===== config.mk =====
export PLATFORM = sky130hd
export DESIGN_NAME = st506_drive_emulator
export DESIGN_NICKNAME = d
export VERILOG_FILES = /design/src/rtl/st506_drive_emulator.sv
export SDC_FILE = /design/constraint.sdc
export NUM_CORES = 1
export LEC_CHECK = 0
export CORE_UTILIZATION = 47
export CTS_BUF_LIST = sky130_fd_sc_hd__clkbuf_2 sky130_fd_sc_hd__clkbuf_4 sky130_fd_sc_hd__clkbuf_8
export DETAILED_ROUTE_END_ITERATION = 7
export PLACE_DENSITY = 0.63
export SYNTH_ARGS = -nofsm -noshare
export SYNTH_HDL_FRONTEND = slang
export SYNTH_SLANG_ARGS = --single-unit

===== constraint.sdc =====
create_clock -name clk -period 2.21 [get_ports clk]
set_input_delay 0.3315 -clock clk [delete_from_list [all_inputs] [get_ports clk]]
set_output_delay 0.3315 -clock clk [all_outputs]
set_load 0.01 [all_outputs]

===== src/rtl/st506_drive_emulator.sv =====
// Drive-side ST-506 control-cable emulator: decodes select/step/head/write-gate from the host
// and produces seek-complete, track-00, index, ready and write-fault plus geometry state.
module st506_drive_emulator #(
    parameter int unsigned DRIVE_ID      = 0,
    parameter int unsigned NUM_HEADS     = 4,
    parameter int unsigned MAX_CYL       = 1023,
    parameter int unsigned SPINUP_CYCLES = 30000000,
    parameter int unsigned SETTLE_CYCLES = 900000,
    parameter int unsigned INDEX_PERIOD  = 5000000,
    parameter int unsigned INDEX_WIDTH   = 600
) (
    input  logic        clk,
    input  logic        reset_n,
    input  logic        spin_enable,
    input  logic        fault_clear,
    input  logic [3:0]  st506_drv_sel_n,
    input  logic [3:0]  st506_head_sel_n,
    input  logic        st506_step_n,
    input  logic        st506_dir_n,
    input  logic        st506_write_gate_n,
    output logic        st506_seek_complete_n,
    output logic        st506_track00_n,
    output logic        st506_write_fault_n,
    output logic        st506_index_n,
    output logic        st506_ready_n,
    output logic        selected,
    output logic [9:0]  cylinder,
    output logic [3:0]  head,
    output logic        write_active
);

    localparam int unsigned CYL_W    = 10;
    localparam int unsigned SPIN_W   = $clog2(SPINUP_CYCLES + 1);
    localparam int unsigned SETTLE_W = $clog2(SETTLE_CYCLES + 1);
    localparam int unsigned IDX_W    = $clog2(INDEX_PERIOD + 1);
    localparam logic [1:0]  DRV_IDX  = 2'(DRIVE_ID);

    typedef enum logic [1:0] {ST_OFF, ST_SPINUP, ST_READY, ST_SEEKING} state_t;

    state_t              state_q, state_nxt;
    logic [SPIN_W-1:0]   spin_cnt_q, spin_cnt_nxt;
    logic [SETTLE_W-1:0] settle_q, settle_nxt;
    logic [IDX_W-1:0]    idx_q, idx_nxt;
    logic [CYL_W-1:0]    cyl_q, cyl_nxt;
    logic                fault_q;

    logic [3:0] drv_s1, drv_s2, head_s1, head_s2;
    logic       step_s1, step_s2, step_s3;
    logic       dir_s1, dir_s2, wg_s1, wg_s2;

    // Two-flop synchronisers; idle levels are the inactive-high cable levels
    always_ff @(posedge clk or negedge reset_n) begin
        if (!reset_n) begin
            drv_s1  <= 4'hF;  drv_s2  <= 4'hF;
            head_s1 <= 4'hF;  head_s2 <= 4'hF;
            step_s1 <= 1'b1;  step_s2 <= 1'b1;  step_s3 <= 1'b1;
            dir_s1  <= 1'b1;  dir_s2  <= 1'b1;
            wg_s1   <= 1'b1;  wg_s2   <= 1'b1;
        end else begin
            drv_s1  <= st506_drv_sel_n;    drv_s2  <= drv_s1;
            head_s1 <= st506_head_sel_n;   head_s2 <= head_s1;
            step_s1 <= st506_step_n;       step_s2 <= step_s1;  step_s3 <= step_s2;
            dir_s1  <= st506_dir_n;        dir_s2  <= dir_s1;
            wg_s1   <= st506_write_gate_n; wg_s2   <= wg_s1;
        end
    end

    logic       sel, step_rise, dir_in, wg, head_bad, spinning, ready_st, step_acc, fault_set;
    logic [3:0] head_cur;

    assign sel       = ~drv_s2[DRV_IDX];
    assign head_cur  = ~head_s2;
    assign step_rise = step_s2 & ~step_s3;
    assign dir_in    = ~dir_s2;
    assign wg        = ~wg_s2;
    assign head_bad  = {1'b0, head_cur} >= 5'(NUM_HEADS);
    assign spinning  = (state_q != ST_OFF);
    assign ready_st  = (state_q == ST_READY) || (state_q == ST_SEEKING);
    assign step_acc  = step_rise & sel & ready_st & spin_enable;
    assign fault_set = sel & wg & ((state_q != ST_READY) | step_rise | head_bad);

    always_ff @(posedge clk or negedge reset_n) begin
        if (!reset_n) begin
            state_q    <= ST_OFF;
            spin_cnt_q <= '0;
            settle_q   <= '0;
            idx_q      <= '0;
            cyl_q      <= '0;
        end else begin
            state_q    <= state_nxt;
            spin_cnt_q <= spin_cnt_nxt;
            settle_q   <= settle_nxt;
            idx_q      <= idx_nxt;
            cyl_q      <= cyl_nxt;
        end
    end

    // Next-state and counter logic; spindle power loss overrides everything
    always_comb begin
        state_nxt    = state_q;
        spin_cnt_nxt = '0;
        settle_nxt   = settle_q;
        idx_nxt      = '0;
        cyl_nxt      = cyl_q;

        case (state_q)
            ST_OFF:     if (spin_enable) state_nxt = ST_SPINUP;
            ST_SPINUP: begin
                spin_cnt_nxt = spin_cnt_q + SPIN_W'(1);
                if (spin_cnt_q == SPIN_W'(SPINUP_CYCLES - 1)) state_nxt = ST_READY;
            end
            ST_READY:   if (step_acc) state_nxt = ST_SEEKING;
            ST_SEEKING: if (!step_acc && settle_q == '0) state_nxt = ST_READY;
            default:    state_nxt = ST_OFF;
        endcase

        if (step_acc) begin
            settle_nxt = SETTLE_W'(SETTLE_CYCLES - 1);
            if (dir_in) begin
                if (cyl_q != CYL_W'(MAX_CYL)) cyl_nxt = cyl_q + CYL_W'(1);
            end else begin
                if (cyl_q != '0) cyl_nxt = cyl_q - CYL_W'(1);
            end
        end else if (state_q == ST_SEEKING && settle_q != '0) begin
            settle_nxt = settle_q - SETTLE_W'(1);
        end

        if (spinning) idx_nxt = (idx_q == IDX_W'(INDEX_PERIOD - 1)) ? '0 : idx_q + IDX_W'(1);

        if (!spin_enable) begin
            state_nxt    = ST_OFF;
            spin_cnt_nxt = '0;
            settle_nxt   = '0;
            idx_nxt      = '0;
        end
    end

    // Latched write fault; a coincident set condition beats the clear pulse
    always_ff @(posedge clk or negedge reset_n) begin
        if (!reset_n)         fault_q <= 1'b0;
        else if (fault_set)   fault_q <= 1'b1;
        else if (fault_clear) fault_q <= 1'b0;
    end

    // Cable outputs are released (driven high) whenever this drive is not selected
    always_ff @(posedge clk or negedge reset_n) begin
        if (!reset_n) begin
            st506_seek_complete_n <= 1'b1;
            st506_track00_n       <= 1'b1;
            st506_write_fault_n   <= 1'b1;
            st506_index_n         <= 1'b1;
            st506_ready_n         <= 1'b1;
            selected              <= 1'b0;
            cylinder              <= '0;
            head                  <= '0;
            write_active          <= 1'b0;
        end else begin
            st506_seek_complete_n <= ~(sel & (state_q == ST_READY));
            st506_track00_n       <= ~(sel & ready_st & (cyl_q == '0));
            st506_write_fault_n   <= ~(sel & fault_q);
            st506_index_n         <= ~(sel & spinning & (idx_q < IDX_W'(INDEX_WIDTH)));
            st506_ready_n         <= ~(sel & ready_st);
            selected              <= sel;
            cylinder              <= cyl_q;
            head                  <= head_cur;
            write_active          <= sel & wg & (state_q == ST_READY) & ~fault_q;
        end
    end

endmodule


======== After elaboration in Yosys (flattened, before gate mapping) ========
Cells that the tools add are included.
word-level totals
  register bits ........................... 119
  output and inout port bits .............. 21
  input port bits ......................... 15
  word-level logic and storage cells ...... 103
operators by class
  add/sub/neg operators ................... 5
  bitwise gates (word level) .............. 26
  order comparisons ....................... 2
  reduce and logical (&&, ||, !) cells .... 14
  eq/ne operators ......................... 12
  multiplexer cells ....................... 18
operators by type and width
  cell                                                                            count
  23-bit 2-to-1 mux                                                               3
  20-bit 2-to-1 mux                                                               3
  25-bit 2-to-1 mux                                                               2
  10-bit 2-to-1 mux                                                               3
  25-bit by 1-bit adder with 25-bit output, second input constant                 1
  25-bit equality test, second input constant                                     1
  23-bit by 1-bit adder with 23-bit output, second input constant                 1
  23-bit equality test, second input constant                                     1
  23-bit by 10-bit less-than comparator with 1-bit output, second input constant  1
  20-bit logical NOT                                                              1
  20-bit nonzero test                                                             1
  20-bit by 1-bit subtractor with 20-bit output, second input constant            1
  1-bit bitwise AND                                                               14
  10-bit by 1-bit adder with 10-bit output, second input constant                 1
  10-bit logical NOT                                                              1
  10-bit inequality test, second input constant                                   1
  10-bit nonzero test                                                             1
  10-bit by 1-bit subtractor with 10-bit output, second input constant            1
  1-bit inverter                                                                  9
  2-bit 2-to-1 mux                                                                4
  2-bit case mux with 4 select lines                                              1
  3-bit inequality test, second input constant                                    2
  3-bit AND reduction                                                             2
  2-bit nonzero test                                                              3
  14 further kinds                                                                18

======== Logic depth before layout (Yosys ltp) ========
Gate-level depths: netlist (run 1).
  depth in word-level cells ............... 10
  gate-level depth with buffers ........... 9
  gate-level depth less buffers ........... 8

======== Worst setup path after synthesis (run 1) ========
OpenSTA, ideal clock, no wires.
  path type ............................... register to register
  from .................................... reg dir_s2
  to ...................................... reg cyl_q[8]
  path slack .............................. 239 ps
  setup time .............................. 95 ps
  arrival ................................. 1875 ps
  cell stages (with the launch flop) ...... 9
  period minus slack after synthesis ...... 1971 ps
  cell sequence ........................... dfstp_2 -> inv_1 -> fa_1 -> nor2b_1 -> o21ai_0 -> nand2b_1 -> a311oi_1 -> o21a_1 -> o31ai_1
on the way
  longest elaborated chain between the ends .. 2
  elaborated cells on any way between the ends .. 4
ends and longest elaborated chain
  item                                                                                                     line  RTL
  start: declaration                                                                                       49    logic dir_s1, dir_s2, wg_s1, wg_s2;
  start signal: assignment                                                                                 63    dir_s1 <= st506_dir_n; dir_s2 <= dir_s1;
  2-bit by 1-bit inequality test with 1-bit output (no line) / 2-bit nonzero test (equally long branches)  -
  3-bit AND reduction (no line)                                                                            -
  end signal: assignment                                                                                   94    cyl_q <= cyl_nxt;
  end: declaration                                                                                         44    logic [CYL_W-1:0] cyl_q, cyl_nxt;
Several ways; a longest one is shown, not always the timed one.
A chain may end at the register's enable or synchronous reset.

======== Worst setup path after layout (run 1) ========
Same ends and word-level chain as after synthesis.

==> summary.txt, run 1 <==
DRC violations left: 0
total of fill cells in the finished design: 970
combinational share of power: 0.040
Slew Limit Headroom: 0.577
CP Data Required Time: 2.57 ns
most numerous cell types in the synthesized netlist: 97 x sky130_fd_sc_hd__dfrtp_1, 66 x sky130_fd_sc_hd__nor2_1, 38 x sky130_fd_sc_hd__xnor2_1, 37 x sky130_fd_sc_hd__nand2_1, 28 x sky130_fd_sc_hd__xor2_1
half-perimeter wire length after placement: 6.67 mm
fraction of layout instances using a drive strength above 1: 0.158
worst min-delay path category: primary input to flip-flop
Worst EP arrival: 2.37 ns
total power consumption of the routed design: 0.00453 W
run status: finished clean
Post-Syn Nets: 535
Least-Margin Pin Slew: 0.624 ns
final worst path period need: 2.01 ns
H-tree lvl count: 4
EDFF count, synth: 0
area taken by multi-input logic gates: 0.00234 mm^2
sequential share of power: 0.495
number of nets still failing antenna checks after routing: 0
share of flip-flops with an asynchronous set or reset: 1.00
first-pass detailed-route iteration total: 6
r2r setup slk: 0.20 ns
part of the Yosys area used for sequential elements: 0.547
Worst Hold Margin: 0.287 ns
endpoint class of the critical path: flip-flop
final setup violation count: 0
CTS clock-pin slew for the worst setup and hold paths: 0.07 ns
Inserted Clock Buffers: 17
clock buffer depth: 2
count leader, synth: sky130_fd_sc_hd__dfrtp_1
Synth top area share: 0.442
Syn Inst Count: 507
cell-internal power: 0.00357 W
leakage power: 2.82 nW
dpl cell area: 0.00603 mm^2
post-route clock period utilization: 0.910
remaining global-route overflow: 0
Skew-Pair Late Insertion Delay: 0.45 ns
count of pins on the block boundary: 36
initial antenna violation count: 0
total routing usage reported by global routing: 0.193
die area: 0.0121 mm^2
Die W: 110 um
unrepaired setup endpoints after global routing: no
IR drop worst, VDD: 0.437 mV
average size of a mapped cell: 10.8 um^2
Core ar.: 0.0114 mm^2
switching power of the nets: 0.000963 W
critical path start-end classification: flip-flop to flip-flop
wire length of the first global-routing pass: 17.4 mm
final-layout setup total negative slack: 0 ns
Most used DFF post-synth: sky130_fd_sc_hd__dfrtp_1
filler-free cell count of the finished design: 714
vias in the first global route: 3,724
TritonCTS clock tree: built
RD Place Congestion: 0.807
Seq. cell area: 0.00301 mm^2
number of max-capacitance violations reported: 0
count of nets after finishing: 586
final worst clock skew: 0.0112 ns
final routed wirelength across all metal layers: 10.0 mm
Cell Pwr Density: 698 mW/mm^2
pin count of the biggest net entering global routing: 55
Syn-to-layout area delta: 18.1%
critical path launch point type: flip-flop
count of endpoints failing hold in the final timing report: 0
Switching Share: 0.213
library cell with the largest summed area after synthesis: sky130_fd_sc_hd__dfrtp_1
Die Y-Extent: 110 um
total of flip-flops plus latches after synthesis: 119
count of warnings emitted by yosys: 0
leading cell types by total area after synthesis: sky130_fd_sc_hd__dfrtp_1 44%, sky130_fd_sc_hd__dfstp_2 11%, sky130_fd_sc_hd__xnor2_1 6.1%
final cell area excluding filler cells: 0.00649 mm^2
number of buffer cells added on primary ports: 32
maximum achievable frequency: 497 MHz
critical path peak fanout: 5
mean routed wirelength per cell: 14.0 um
number of placed instances, taps included: 680
effective utilization at floorplan: 0.481
clock sink count: 119
via/cell ratio: 5.22
detailed router's first-iteration violation count: 166
Clk pwr share: 0.464
cell area after synthesis: 0.00549 mm^2
number of antenna cells inserted: 0
row count: 39
Distinct cells, synth: 51
final max-slew violation count: 0
Clock Tree Root: sky130_fd_sc_hd__clkbuf_8
detailed-route via count: 3,728
==> path summary, 6_finish.rpt <==
kind,startpoint,endpoint,depth (start not counted)
max,dir_s2,cyl_q[8],7
min,st506_write_gate_n,wg_s1,1
max reg2reg,dir_s2,cyl_q[8],7
min reg2reg,drv_s1[0],drv_s2[0],0
max in group asynchronous,reset_n,st506_index_n,3
min in group asynchronous,reset_n,spin_cnt_q[24],2
==> layer usage <==
layer	part of all wire	up-vias	wire [um]	global-route usage
li1	-	1845	-	-
met1	0.49	1817	4950	0.252
met2	0.46	49	4610	0.293
met3	0.029	17	291	0.0664
met4	0.016	0	164	0.0789
met5	0	-	0	0
==> power by group through the flow <==
stage	sequential, W	clock, W	combinational [W]
6_report	0.00224	0.00210	0.000183
5_1_grt	0.00225	0.00227	0.000208
4_1_cts	0.00224	0.00216	0.000188
3_5_place_dp	0.00228	0	0.000185
3_3_place_gp	0.00228	0	0.000181
2_1_floorplan	0.00228	0	0.0000698
==> state kept, by name, summed over array words and instances, names as in the netlist, 2 cells and up <==
signal and flops:
cyl_q 10, cylinder 10, head 4, head_s1 4, head_s2 4, idx_q 23, settle_q 20, spin_cnt_q 25
state_q 2
==> critical path: stages (launching register included) <==
cell                       delay, ns
sky130_fd_sc_hd__dfstp_2        0.58
sky130_fd_sc_hd__ha_1           0.28
sky130_fd_sc_hd__nor2b_1        0.15
sky130_fd_sc_hd__o21ai_0        0.14
sky130_fd_sc_hd__nand2b_1       0.13
sky130_fd_sc_hd__a311oi_1       0.37
sky130_fd_sc_hd__nor3_1         0.10
sky130_fd_sc_hd__o31ai_1        0.19
==> repair_timing <==
item | 4_1_cts | 5_1_grt
buffers inserted | 0 | 1
hold buffers | 1 | 0
endpoints found under the hold margin | 16 | 0
gates resized for setup | 0 | 3
endpoints found under the setup margin | 0 | 17
==> cell families after synthesis <==
logic type,after synthesis,synth area share
buffers and inverters,33,0.0298
DFF,119,0.547
AOI/OAI and AO/OA,57,0.0720
xor gates and xnor gates,66,0.105
and+or+nand+nor,218,0.213
adders and majority gates,13,0.0310
muxes,1,0.00182
==> layout make-up <==
type                       instances  area share
clock inverter                     8      0.0185
multi-input combinational        355       0.361
clock buffer                      24      0.0480
timing repair buffer              46      0.0713
sequential                       119       0.463
inverter                          19      0.0110
tap                              143      0.0276
==> per-stage QoR <==
stage               setup WS, ns   util
global placement           0.175  0.528
floorplan                  0.239      -
detailed placement         0.158  0.528
CTS                        0.128  0.566
global route             0.00457  0.568
finish                     0.198  0.568
==> cell usage in the layout (no fill, tap or decap), types with 19 or more instances in the layout <==
cell	count
sky130_fd_sc_hd__dfrtp_1	97
sky130_fd_sc_hd__nor2_1	66
sky130_fd_sc_hd__xnor2_1	38
sky130_fd_sc_hd__nand2_1	37
sky130_fd_sc_hd__clkdlybuf4s50_1	31
sky130_fd_sc_hd__xor2_1	28
sky130_fd_sc_hd__nand3_1	24
sky130_fd_sc_hd__dfstp_2	22
sky130_fd_sc_hd__clkbuf_8	21
sky130_fd_sc_hd__inv_1	19
No activity file was read; power rests on OpenSTA's default activity.
==> run 2, diff against run 1 <==
Settings changed: CORE_MARGIN set to 3.
==> run 2 against run 1 <==
- cell area shrank 0.58%
- sequential power is essentially flat
- via count grew 0.80%
- die area up 7.4%
- core utilization up 1.2 points
- clock skew hardly changed
- hold slack better by 0.011 ns
- sequential cell count is the same
- register-to-register slack lost 0.07 ns
- power is 1.5% lower
- clock power shrank 3%
- critical path type unchanged
- critical endpoint is now cyl_q[9]
==> summary.txt, run 2 (synthesis results as in run 1) <==
delay of the slowest critical-path stage: 0.61 ns
RD Place Congestion: 0.808
detailed-route via count: 3,758
Die Y-Extent: 114 um
most flop-heavy register: spin_cnt_q
sequential share of power: 0.503
remaining global-route overflow: 0
detailed router's first-iteration violation count: 183
Met1 Routed Length: 4.90 mm
number of nets still failing antenna checks after routing: 0
critical path launch point type: flip-flop
buffer count from post-CTS setup fixing: 0
critical path peak fanout: 7
via/cell ratio: 5.30
Clock Tree Root: sky130_fd_sc_hd__clkbuf_8
mean routed wirelength per cell: 14.3 um
Skew-Pair Late Insertion Delay: 0.43 ns
wire length on met3: 339 um
highest-count cells in the layout ignoring fill and taps: 97 x sky130_fd_sc_hd__dfrtp_1, 66 x sky130_fd_sc_hd__nor2_1, 38 x sky130_fd_sc_hd__xnor2_1
initial antenna violation count: 0
Switching Share: 0.215
Cells on Worst Hold Path: 1
leakage power: 2.79 nW
count of endpoints failing hold in the final timing report: 0
biggest registers after layout: spin_cnt_q x25, idx_q x23, settle_q x20
fraction of layout instances using a drive strength above 1: 0.155
DRC violations left: 0
final cell area excluding filler cells: 0.00645 mm^2
Syn-to-layout area delta: 17.4%
CTS clock-pin slew for the worst setup and hold paths: 0.07 ns
top metal layer carrying routed signals: met4
clock buffer depth: 2
final setup violation count: 0
Inserted Clock Buffers: 17
wire length of the first global-routing pass: 17.8 mm
Worst EP arrival: 2.43 ns
run status: finished clean
number of max-capacitance violations reported: 0
clock sink count: 119
number of antenna cells inserted: 0
amount of wire on met2 after detailed routing: 4.79 mm
maximum achievable frequency: 481 MHz
die area: 0.0130 mm^2
dpl cell area: 0.00601 mm^2
critical path start-end classification: flip-flop to flip-flop
Core ar.: 0.0111 mm^2
endpoint class of the critical path: flip-flop
number of buffer cells added on primary ports: 32
row count: 38
final worst path period need: 2.08 ns
post-route clock period utilization: 0.941
count of nets after finishing: 584
critical-path cell with the highest stage delay: sky130_fd_sc_hd__dfstp_2
TritonCTS clock tree: built
worst min-delay path category: primary input to flip-flop
CP Data Required Time: 2.56 ns
total routing usage reported by global routing: 0.172
final max-slew violation count: 0
half-perimeter wire length after placement: 6.86 mm
effective utilization at floorplan: 0.494
switching power of the nets: 0.000959 W
combinational share of power: 0.041
most common cell after layout, fill and taps aside: sky130_fd_sc_hd__dfrtp_1
final-layout setup total negative slack: 0 ns
pin count of the biggest net entering global routing: 62
Least-Margin Pin Slew: 0.620 ns
Die W: 114 um
unrepaired setup endpoints after global routing: no
final routed wirelength across all metal layers: 10.1 mm
vias in the first global route: 3,809
Reg2Reg Depth: 8
H-tree lvl count: 4
Largest register FFs: 25
first-pass detailed-route iteration total: 4
share of the core filled with cells in the final layout: 0.580
Slew Limit Headroom: 0.580
Critical Path, Cell by Cell: buf_4, ha_1, a21oi_1, o211ai_1, o2111ai_1, a31o_2, mux2i_1, xnor2_1
final worst clock skew: 0.0117 ns
Cell Pwr Density: 691 mW/mm^2
count of pins on the block boundary: 36
Clk pwr share: 0.456
cell-internal power: 0.00350 W
IR drop worst, VDD: 0.471 mV
run 2: path summary, 6_finish.rpt:
check | startpoint | endpoint | slack (ns)
worst max-delay path | dir_s2 | cyl_q[9] | 0.13
worst min-delay path | st506_write_gate_n | wg_s1 | 0.30
worst max register to register | dir_s2 | cyl_q[9] | 0.13
worst min register to register | step_s1 | step_s2 | 0.36
max in group asynchronous | reset_n | st506_seek_complete_n | 1.07
min in group asynchronous | reset_n | settle_q[11] | 0.37
run 2: per-layer routing:
metal	track usage	vias up
met5	0	-
met4	0.0546	0
met3	0.0597	10
met2	0.267	50
met1	0.229	1850
li1	-	1848
run 2: area by class of cell:
| cell class | count | area, um^2 |
|---|---|---|
| inverters | 19 | 71.3 |
| clock buffers | 23 | 285 |
| multi-input cells | 355 | 2340 |
| flip-flops and latches | 119 | 3010 |
| fillers | 942 | 4670 |
| clock inverters | 9 | 128 |
| well taps | 140 | 175 |
| repair buffers | 44 | 448 |
run 2: worst max-delay path: cells and delay by family (launching register included):
family,cells,cell delay (ns)
AO/OA/AOI/OAI,4,0.69
flip-flops,1,0.61
adder cells (fa/ha/maj),1,0.22
multiplexers,1,0.21
buffers and inverters,1,0.15
XOR/XNOR,1,0.14
run 2: timing repair:
action | in CTS | in global routing
hold buffers | 1 | 0
gates resized for setup | 0 | 3
hold endpoints to repair | 19 | 0
endpoints found under the setup margin | 0 | 3
run 2: power by group through the flow:
stage | clock [W] | combinational [W] | sequential [W]
after detailed placement | 0 | 0.000184 | 0.00229
after CTS | 0.00210 | 0.000186 | 0.00225
final | 0.00203 | 0.000182 | 0.00225
after global placement | 0 | 0.000181 | 0.00228
after floorplan | 0 | 0.0000698 | 0.00228
after global routing | 0.00221 | 0.000204 | 0.00225
run 2: per-stage QoR:
step                cells  hold slack, ns  power (W)  setup WS (ns)
global placement      676           0.271    0.00246          0.128
detailed placement    676           0.279    0.00247          0.108
floorplan             507          0.0359    0.00235          0.239
global route          709           0.260    0.00466        0.00351
CTS                   709           0.265    0.00453         0.0793
finish                709           0.298    0.00446          0.130
==> run 3, diff against run 2 <==
Settings changed: MAX_ROUTING_LAYER set to met4, SLEW_MARGIN set to 20.
==> run 3 against run 2 <==
- hold slack got worse by 0.0023 ns
- first-iteration DRC count grew 1.1%
- global-route usage is 0.59 points higher
- cell count is the same
- via count hardly changed
- core utilization unchanged
==> summary.txt, run 3 (synthesis results as in run 1) <==
remaining global-route overflow: 0
number of max-capacitance violations reported: 0
die area: 0.0130 mm^2
final routed wirelength across all metal layers: 10.2 mm
leakage power: 2.79 nW
clock sink count: 119
Least-Margin Pin Slew: 0.620 ns
critical path start-end classification: flip-flop to flip-flop
critical path launch point type: flip-flop
biggest registers after layout: spin_cnt_q x25, idx_q x23, settle_q x20
IR drop worst, VDD: 0.471 mV
detailed router's first-iteration violation count: 185
dpl cell area: 0.00601 mm^2
initial antenna violation count: 0
Worst EP arrival: 2.43 ns
met2 track utilization from global routing: 0.267
Die Y-Extent: 114 um
detailed-route via count: 3,756
endpoint class of the critical path: flip-flop
number of nets still failing antenna checks after routing: 0
final setup violation count: 0
RD Place Congestion: 0.819
final worst clock skew: 0.0120 ns
worst min-delay path category: primary input to flip-flop
Slew Limit Headroom: 0.580
Worst Hold Margin: 0.296 ns
grt peak-use layer: met2
fraction of layout instances using a drive strength above 1: 0.155
TritonCTS clock tree: built
via/cell ratio: 5.30
most common cell after layout, fill and taps aside: sky130_fd_sc_hd__dfrtp_1
clock buffer depth: 2
count of endpoints failing hold in the final timing report: 0
wire length of the first global-routing pass: 17.8 mm
total of fill cells in the finished design: 942
count of pins on the block boundary: 36
H-tree lvl count: 4
Inserted Clock Buffers: 17
final cell area excluding filler cells: 0.00645 mm^2
Largest register FFs: 25
number of buffer cells added on primary ports: 32
count of nets after finishing: 584
met1 capacity usage during global routing: 0.232
most flop-heavy register: spin_cnt_q
total power consumption of the routed design: 0.00446 W
final worst path period need: 2.08 ns
first-pass detailed-route iteration total: 4
delay of the slowest critical-path stage: 0.61 ns
number of antenna cells inserted: 0
row count: 38
met3 track demand over resource: 0.0581
Die W: 114 um
post-route clock period utilization: 0.941
critical path peak fanout: 7
Cell Pwr Density: 692 mW/mm^2
DRC violations left: 0
final-layout setup total negative slack: 0 ns
CTS clock-pin slew for the worst setup and hold paths: 0.07 ns
share of the core filled with cells in the final layout: 0.580
effective utilization at floorplan: 0.494
total routing usage reported by global routing: 0.178
pin count of the biggest net entering global routing: 62
Core ar.: 0.0111 mm^2
critical-path cell with the highest stage delay: sky130_fd_sc_hd__dfstp_2
CP Data Required Time: 2.56 ns
mean routed wirelength per cell: 14.3 um
unrepaired setup endpoints after global routing: no
vias in the first global route: 3,801
half-perimeter wire length after placement: 6.86 mm
Clock Tree Root: sky130_fd_sc_hd__clkbuf_8
maximum achievable frequency: 481 MHz
final max-slew violation count: 0
Critical Path, Cell by Cell: buf_4, ha_1, a21oi_1, o211ai_1, o2111ai_1, a31o_2, mux2i_1, xnor2_1
highest-count cells in the layout ignoring fill and taps: 97 x sky130_fd_sc_hd__dfrtp_1, 66 x sky130_fd_sc_hd__nor2_1, 38 x sky130_fd_sc_hd__xnor2_1
run status: finished clean
Syn-to-layout area delta: 17.4%
Skew-Pair Late Insertion Delay: 0.43 ns
## run 3: cell counts in the layout (fill, tap and decap cells not counted)
Identical to the previous run, type by type.
## run 3: where the power goes
part           internal [W]  switching [W]  total [W]
combinational     0.0000764       0.000105   0.000182
clock               0.00120       0.000835    0.00204
sequential          0.00222      0.0000213    0.00225
## run 3: final timing paths
kind	from	end	slack, ns	depth (start not counted)
setup / recovery	dir_s2	cyl_q[9]	0.13	8
hold / removal	st506_write_gate_n	wg_s1	0.30	1
setup reg to reg	dir_s2	cyl_q[9]	0.13	8
hold reg to reg	step_s1	step_s2	0.36	0
max in group asynchronous	reset_n	st506_seek_complete_n	1.08	3
min in group asynchronous	reset_n	settle_q[11]	0.37	2
## run 3: critical path: cells and delay by family (launching register included)
family | cells | cell delay [ns]
adders and majority gates | 1 | 0.22
AOI/OAI and AO/OA | 4 | 0.69
xor gates and xnor gates | 1 | 0.14
DFF | 1 | 0.61
buffers and inverters | 1 | 0.15
muxes | 1 | 0.21
## run 3: repair_timing
action                                 in CTS  in global routing
setup buffers                               0                  0
setup endpoints to repair                   0                  3
hold buffers                                1                  0
gates resized for setup                     0                  3
endpoints found under the hold margin      19                  0
## run 3: per-stage QoR
stage,setup WS (ns),std cells
global route,0.00351,709
global placement,0.128,676
CTS,0.0793,709
detailed placement,0.108,676
finish,0.130,709
floorplan,0.239,507
## run 3: area by class of cell
class	count	area, um^2	share of cell area
inverters	19	71.3	0.0111
well taps	140	175	0.0271
clock buffers	23	285	0.0442
clock inverters	9	128	0.0198
multi-input cells	355	2340	0.363
flip-flops and latches	119	3010	0.466
repair buffers	44	448	0.0694
## run 3: layer usage
metal | share of wire | up-vias
met5 | 0 | -
met4 | 0.011 | 0
met3 | 0.031 | 13
met2 | 0.47 | 40
met1 | 0.49 | 1857
li1 | - | 1846
